## config.mk

```make
export PLATFORM = sky130hd
export DESIGN_NAME = oled_flush_ctrl
export DESIGN_NICKNAME = d
export VERILOG_FILES = /design/src/rtl/oled_flush_ctrl.sv
export SDC_FILE = /design/constraint.sdc
export NUM_CORES = 1
export LEC_CHECK = 0
export CELL_PAD_IN_SITES_DETAIL_PLACEMENT = 2
export CELL_PAD_IN_SITES_GLOBAL_PLACEMENT = 2
export CORE_ASPECT_RATIO = 0.7
export CORE_MARGIN = 8
export CORE_UTILIZATION = 24
export DETAILED_ROUTE_END_ITERATION = 10
export GPL_ROUTABILITY_DRIVEN = 0
export PLACE_DENSITY = 0.63
export SLEW_MARGIN = 20
export SYNTH_ARGS = -nofsm -noshare
export SYNTH_HDL_FRONTEND = slang
export SYNTH_SLANG_ARGS = --single-unit
```

## constraint.sdc

```tcl
create_clock -name clk -period 2.3 [get_ports clk]
set_input_delay 0.46 -clock clk [delete_from_list [all_inputs] [get_ports clk]]
set_output_delay 0.46 -clock clk [all_outputs]
set_load 0.03 [all_outputs]
```

## src/rtl/oled_flush_ctrl.sv

```systemverilog
// Streams a full framebuffer to an OLED over its parallel bus: a fixed 7-byte
// window/write-RAM command preamble followed by N pixel bytes, two cycles per byte.
module oled_flush_ctrl #(
  parameter int COLS      = 128,
  parameter int ROWS      = 128,
  parameter int BPP_BYTES = 2,
  localparam int N        = COLS * ROWS * BPP_BYTES,
  localparam int FB_AW    = $clog2(N)
) (
  input  logic             clk,
  input  logic             rst,
  input  logic             init_done,
  input  logic             start,
  output logic             busy,
  output logic             done,
  output logic [FB_AW-1:0] fb_addr,
  input  logic [7:0]       fb_dout,
  output logic             oled_cs,
  output logic             oled_e,
  output logic             oled_rw,
  output logic             oled_dc,
  output logic [7:0]       oled_dout
);

  typedef enum logic [2:0] {
    IDLE,
    CMD_LATCH,
    CMD_SEND,
    PIX_LATCH,
    PIX_SEND,
    DONE
  } state_t;

  localparam logic [FB_AW:0]   N_CNT     = (FB_AW+1)'(N);
  localparam logic [FB_AW-1:0] LAST_ADDR = FB_AW'(N - 1);

  state_t         state;
  logic [2:0]     cmd_idx;
  logic [FB_AW:0] count;

  function automatic logic [7:0] cmd_byte(input logic [2:0] idx);
    case (idx)
      3'd0:    cmd_byte = 8'h15;
      3'd1:    cmd_byte = 8'h00;
      3'd2:    cmd_byte = 8'(COLS - 1);
      3'd3:    cmd_byte = 8'h75;
      3'd4:    cmd_byte = 8'h00;
      3'd5:    cmd_byte = 8'(ROWS - 1);
      default: cmd_byte = 8'h5C;
    endcase
  endfunction

  // Opcodes (0x15, 0x75, 0x5C) go out with dc low; their arguments with dc high.
  function automatic logic cmd_dc(input logic [2:0] idx);
    cmd_dc = !(idx == 3'd0 || idx == 3'd3 || idx == 3'd6);
  endfunction

  always_ff @(posedge clk or posedge rst) begin
    if (rst) begin
      state     <= IDLE;
      cmd_idx   <= '0;
      count     <= '0;
      busy      <= 1'b0;
      done      <= 1'b0;
      fb_addr   <= '0;
      oled_cs   <= 1'b1;
      oled_e    <= 1'b1;
      oled_rw   <= 1'b0;
      oled_dc   <= 1'b0;
      oled_dout <= '0;
    end else begin
      oled_rw <= 1'b0;
      case (state)
        IDLE: begin
          done <= 1'b0;
          if (start && init_done) begin
            state   <= CMD_LATCH;
            busy    <= 1'b1;
            oled_cs <= 1'b0;
            fb_addr <= '0;
            cmd_idx <= '0;
            count   <= '0;
          end
        end
        CMD_LATCH: begin
          oled_e    <= 1'b1;
          oled_dout <= cmd_byte(cmd_idx);
          oled_dc   <= cmd_dc(cmd_idx);
          cmd_idx   <= cmd_idx + 3'd1;
          state     <= CMD_SEND;
        end
        CMD_SEND: begin
          oled_e <= 1'b0;
          state  <= (cmd_idx < 3'd7) ? CMD_LATCH : PIX_LATCH;
        end
        PIX_LATCH: begin
          oled_e    <= 1'b1;
          oled_dc   <= 1'b1;
          oled_dout <= fb_dout;
          // Wrap instead of stepping past the last byte so fb_addr stays below N.
          fb_addr   <= (fb_addr == LAST_ADDR) ? '0 : fb_addr + 1'b1;
          count     <= count + 1'b1;
          state     <= PIX_SEND;
        end
        PIX_SEND: begin
          oled_e <= 1'b0;
          state  <= (count < N_CNT) ? PIX_LATCH : DONE;
        end
        DONE: begin
          oled_cs <= 1'b1;
          oled_e  <= 1'b1;
          busy    <= 1'b0;
          done    <= 1'b1;
          fb_addr <= '0;
          state   <= IDLE;
        end
        default: state <= IDLE;
      endcase
    end
  end

endmodule

```

==> flow_metrics.py <==
metrics = {
    "worst_setup_path": {
        "worstSetupStartpointType": "register",
        "critPathMaxStageDelay_ns": 0.66,
        "reg2reg_slack_ns": 0.38,
        "path_delay_family": "buffers and inverters",
        "r2r_end": "oled_dout[0]",
        "reg2reg_from": "cmd_idx[0]",
        "arrival_ns": 1.49,
        "cp-startpoint": "oled_e",
        "path_buf_inv": 1,
        "crit_path_end_kind": "primary output",
        "crit_chain": "clkdlybuf4s50_1",
        "worstSetupPathType": "register to primary output",
        "r2r_cells": 7,
        "critPathMaxFanout": 2,
        "cpMaxStageDelayCell": "clkdlybuf4s50_1",
        "required_ns": 1.84,
    },
    "synthesis": {
        "yosys_register_bits": 50,
        "async_reset_ff_share_pct": 100,
        "synth_edf_count": 0,
        "synth-adder-area-share_pct": 3.33,
        "synth_area_mm2": 0.00263,
        "synth_top_family_by_area": "simple AND/OR/NAND/NOR gates",
        "synthXorXnorAreaFrac_pct": 1.33,
        "synth-compound-area-share_pct": 17.8,
        "syn-instance-count": 287,
        "ys_warn_count": 0,
        "synth_cell_types": 47,
        "avgSynthCellArea_um2": 9.17,
        "ys_seq_area_share_pct": 47.6,
        "synth_ff_type": "dfrtp_1",
        "synth_simple_gate_area_share_pct": 21.7,
        "syn_nets": 306,
        "yosys-mux-area-fraction_pct": 3.28,
    },
    "timing": {
        "max_freq_mhz": 513,
        "worst_pin_slew_ns": 0.513,
        "setup_violations": 0,
        "min_period_ns": 1.95,
        "timing.setup.tns_ns": 0,
        "period_share_pct": 84.8,
        "slew_violations": 0,
        "hold_viol": 0,
        "rsz0062_at_grt": "false",
        "slew_headroom_pct": 65.6,
        "finClkSkew_ns": 0.00874,
    },
    "floorplan": {
        "die_y_um": 104,
        "die-area_mm2": 0.0146,
        "initial_utilization_pct": 24.3,
        "row_count": 32,
        "io_pins": 41,
        "coreArea_mm2": 0.0109,
        "die_x_um": 141,
    },
    "outcome": {
        "status": "complete, no violations",
    },
    "pwr": {
        "seqPwrFrac_pct": 35.9,
        "clkPwrFrac_pct": 23.6,
        "ir_worst_vdd_mv": 0.334,
        "combPwrFrac_pct": 40.6,
        "netSwitchingFraction_pct": 39.8,
        "power.density_mw_per_mm2": 1100,
        "p_switching_mw": 1.48,
        "leakagePower_nw": 1.43,
        "intPower_mw": 2.24,
    },
    "clock_tree": {
        "root_buffer": "clkbuf_16",
        "cts_setup_buffers": 0,
        "post_cts_resized": 0,
        "cts_tree": "built",
        "cts_made_buffers": 5,
        "holdBufCountCts": 0,
        "h-tree-depth": 2,
        "cts_buffer_depth": 2,
        "clk_latency_ns": 0.29,
        "cts_sinks": 50,
        "path_clk_slew_ns": 0.07,
    },
    "routing": {
        "drt-total-wl_um": 7510,
        "drc": 0,
        "viasPerCell": 4.63,
        "firstDrtPassIters": 4,
        "num_vias": 2233,
        "drtIter0Drc": 78,
        "ant_nets": 0,
        "post_drt_wl_per_cell_um": 15.6,
    },
    "hold_path": {
        "holdPathStages": 2,
        "hold_start": "oled_cs",
        "hp-class": "register to register",
        "whs_endpoint": "oled_cs",
    },
    "finish": {
        "area.growth.synth_to_final_pct": 28.7,
        "final_core_utilization_pct": 31.2,
        "fillerInstances": 1199,
        "multi_input_area_mm2": 0.00125,
        "layout.nets": 347,
        "n_antenna_cell": 0,
        "regArea_mm2": 0.00125,
        "drive_gt1_share_pct": 8.51,
    },
    "place": {
        "io_buffers": 39,
        "post-dp-hpwl_um": 5440,
    },
    "grt": {
        "grt_pass1_wl_um": 13000,
        "grt_usage_pct": 10.8,
        "grt_pass1_vias": 2465,
        "grt_overflow": 0,
        "antenna_found_initial": 0,
        "grt_start_max_net_pins": 51,
    },
    "run": {
        "max_cap_viol_count": 0,
    },
}
## per-stage QoR
stage	setup WS (ns)	instance area, um2	hold WS, ns	instances	power (mW)
final	0.351	3390	0.466	482	3.73
after detailed placement	0.172	3210	0.459	474	2.91
after CTS	0.325	3390	0.469	482	3.81
after global routing	0.140	3390	0.489	482	4.02
after global placement	0.260	3210	0.451	474	2.86
after floorplan	0.513	2630	0.449	287	2.29
## power groups by stage
stage	logic, mW	clock network [mW]	registers [mW]
floorplan	0.763	0	1.53
global placement	1.51	0	1.35
detailed placement	1.54	0	1.36
CTS	1.55	0.916	1.35
global route	1.68	0.944	1.39
finish	1.51	0.878	1.34
## metal layers
| metal | part of all wire (%) | global-route usage [%] | wire length, um | up-vias |
|---|---|---|---|---|
| met4 | 0.88 | 2.98 | 66 | 0 |
| met5 | 0 | 0 | 0 | - |
| li1 | - | - | - | 1103 |
| met1 | 53 | 14.8 | 3960 | 1099 |
| met3 | 4.2 | 2.98 | 316 | 5 |
| met2 | 42 | 16.3 | 3160 | 26 |
## cell usage after synthesis, types with 2 or more instances
master,number,area [um2]
nand2b_1,3,18.8
clkbuf_1,4,15.0
dfstp_2,2,52.6
dfrtp_1,48,1200
nor2_2,2,12.5
nor4_1,2,12.5
ha_1,7,87.6
mux2_2,2,22.5
and3_1,4,25.0
nor2b_1,4,25.0
nor2_1,18,67.6
a211oi_1,2,15.0
xnor2_1,2,17.5
nand3_1,21,105
a21oi_1,14,70.1
a22o_1,4,35.0
buf_2,7,35.0
buf_6,2,22.5
o31ai_1,6,45.0
a31oi_1,8,50.1
mux2i_1,5,50.1
o211ai_1,3,22.5
inv_1,12,45.0
o21ai_1,2,10.0
o21ai_0,32,160
xor2_1,2,17.5
nand2_1,42,158
and4_1,2,17.5
nand4_1,7,43.8
## cell families after synthesis
logic type      Yosys count
fa+ha+maj                 7
simple gates            114
buf+inv                  26
flops                    50
compound gates           77
xor+xnor                  4
other cells               1
mux                       8
## layout by cell type (no fill, tap or decap), drive strengths merged
| master | count |
|---|---|
| nor3b | 1 |
| a21o | 1 |
| a41oi | 1 |
| a211oi | 2 |
| a21oi | 14 |
| a22o | 4 |
| nand3 | 22 |
| nand2 | 42 |
| and2 | 1 |
| buf | 9 |
| xor2 | 2 |
| conb | 1 |
| and4bb | 1 |
| and3 | 4 |
| mux2 | 2 |
| mux2i | 6 |
| inv | 12 |
| clkdlybuf4s50 | 39 |
| o21ai | 34 |
| bufinv | 1 |
| nor2b | 4 |
| nand4 | 7 |
| a221oi | 1 |
| dfstp | 2 |
| nand3b | 2 |
| xnor2 | 2 |
| clkbuf | 7 |
| or3 | 1 |
| o22ai | 1 |
| nor3 | 1 |
| nand2b | 3 |
| a31oi | 9 |
| nor2 | 21 |
| dfrtp | 48 |
| ha | 7 |
| nor4 | 2 |
| a22oi | 1 |
| and4 | 2 |
| o211ai | 3 |
| o31ai | 6 |
## worst max-delay path by stage
stage	to	slack, ns	cells past startpoint
6_report	oled_e	0.35	1
5_1_grt	oled_dout[0]	0.14	7
4_1_cts	oled_e	0.32	1
3_5_place_dp	count[6]	0.17	7
3_3_place_gp	count[9]	0.26	7
2_1_floorplan	fb_addr[8]	0.51	6
## flip-flops by register name (all words and copies together) (netlist names)
register   flops
oled_dout      8
count         16
oled_dc        1
done           1
fb_addr       15
busy           1
oled_e         1
oled_cs        1
state          3
cmd_idx        3
## final cells by class
cell class              count  area share (%)
flip-flops and latches     50            37.0
clock inverters             1           0.887
well taps                 153            5.65
repair buffers             48            13.9
clock buffers               7            4.21
multi-input cells         211            37.0
inverters                  12            1.33
## worst min-delay path, delay by kind of cell (launching register included)
kind / cells / cell delay, ns
flip-flops: 1 / 0.37
AND/OR/NAND/NOR: 2 / 0.10
Power figures use the tool's default switching activity.
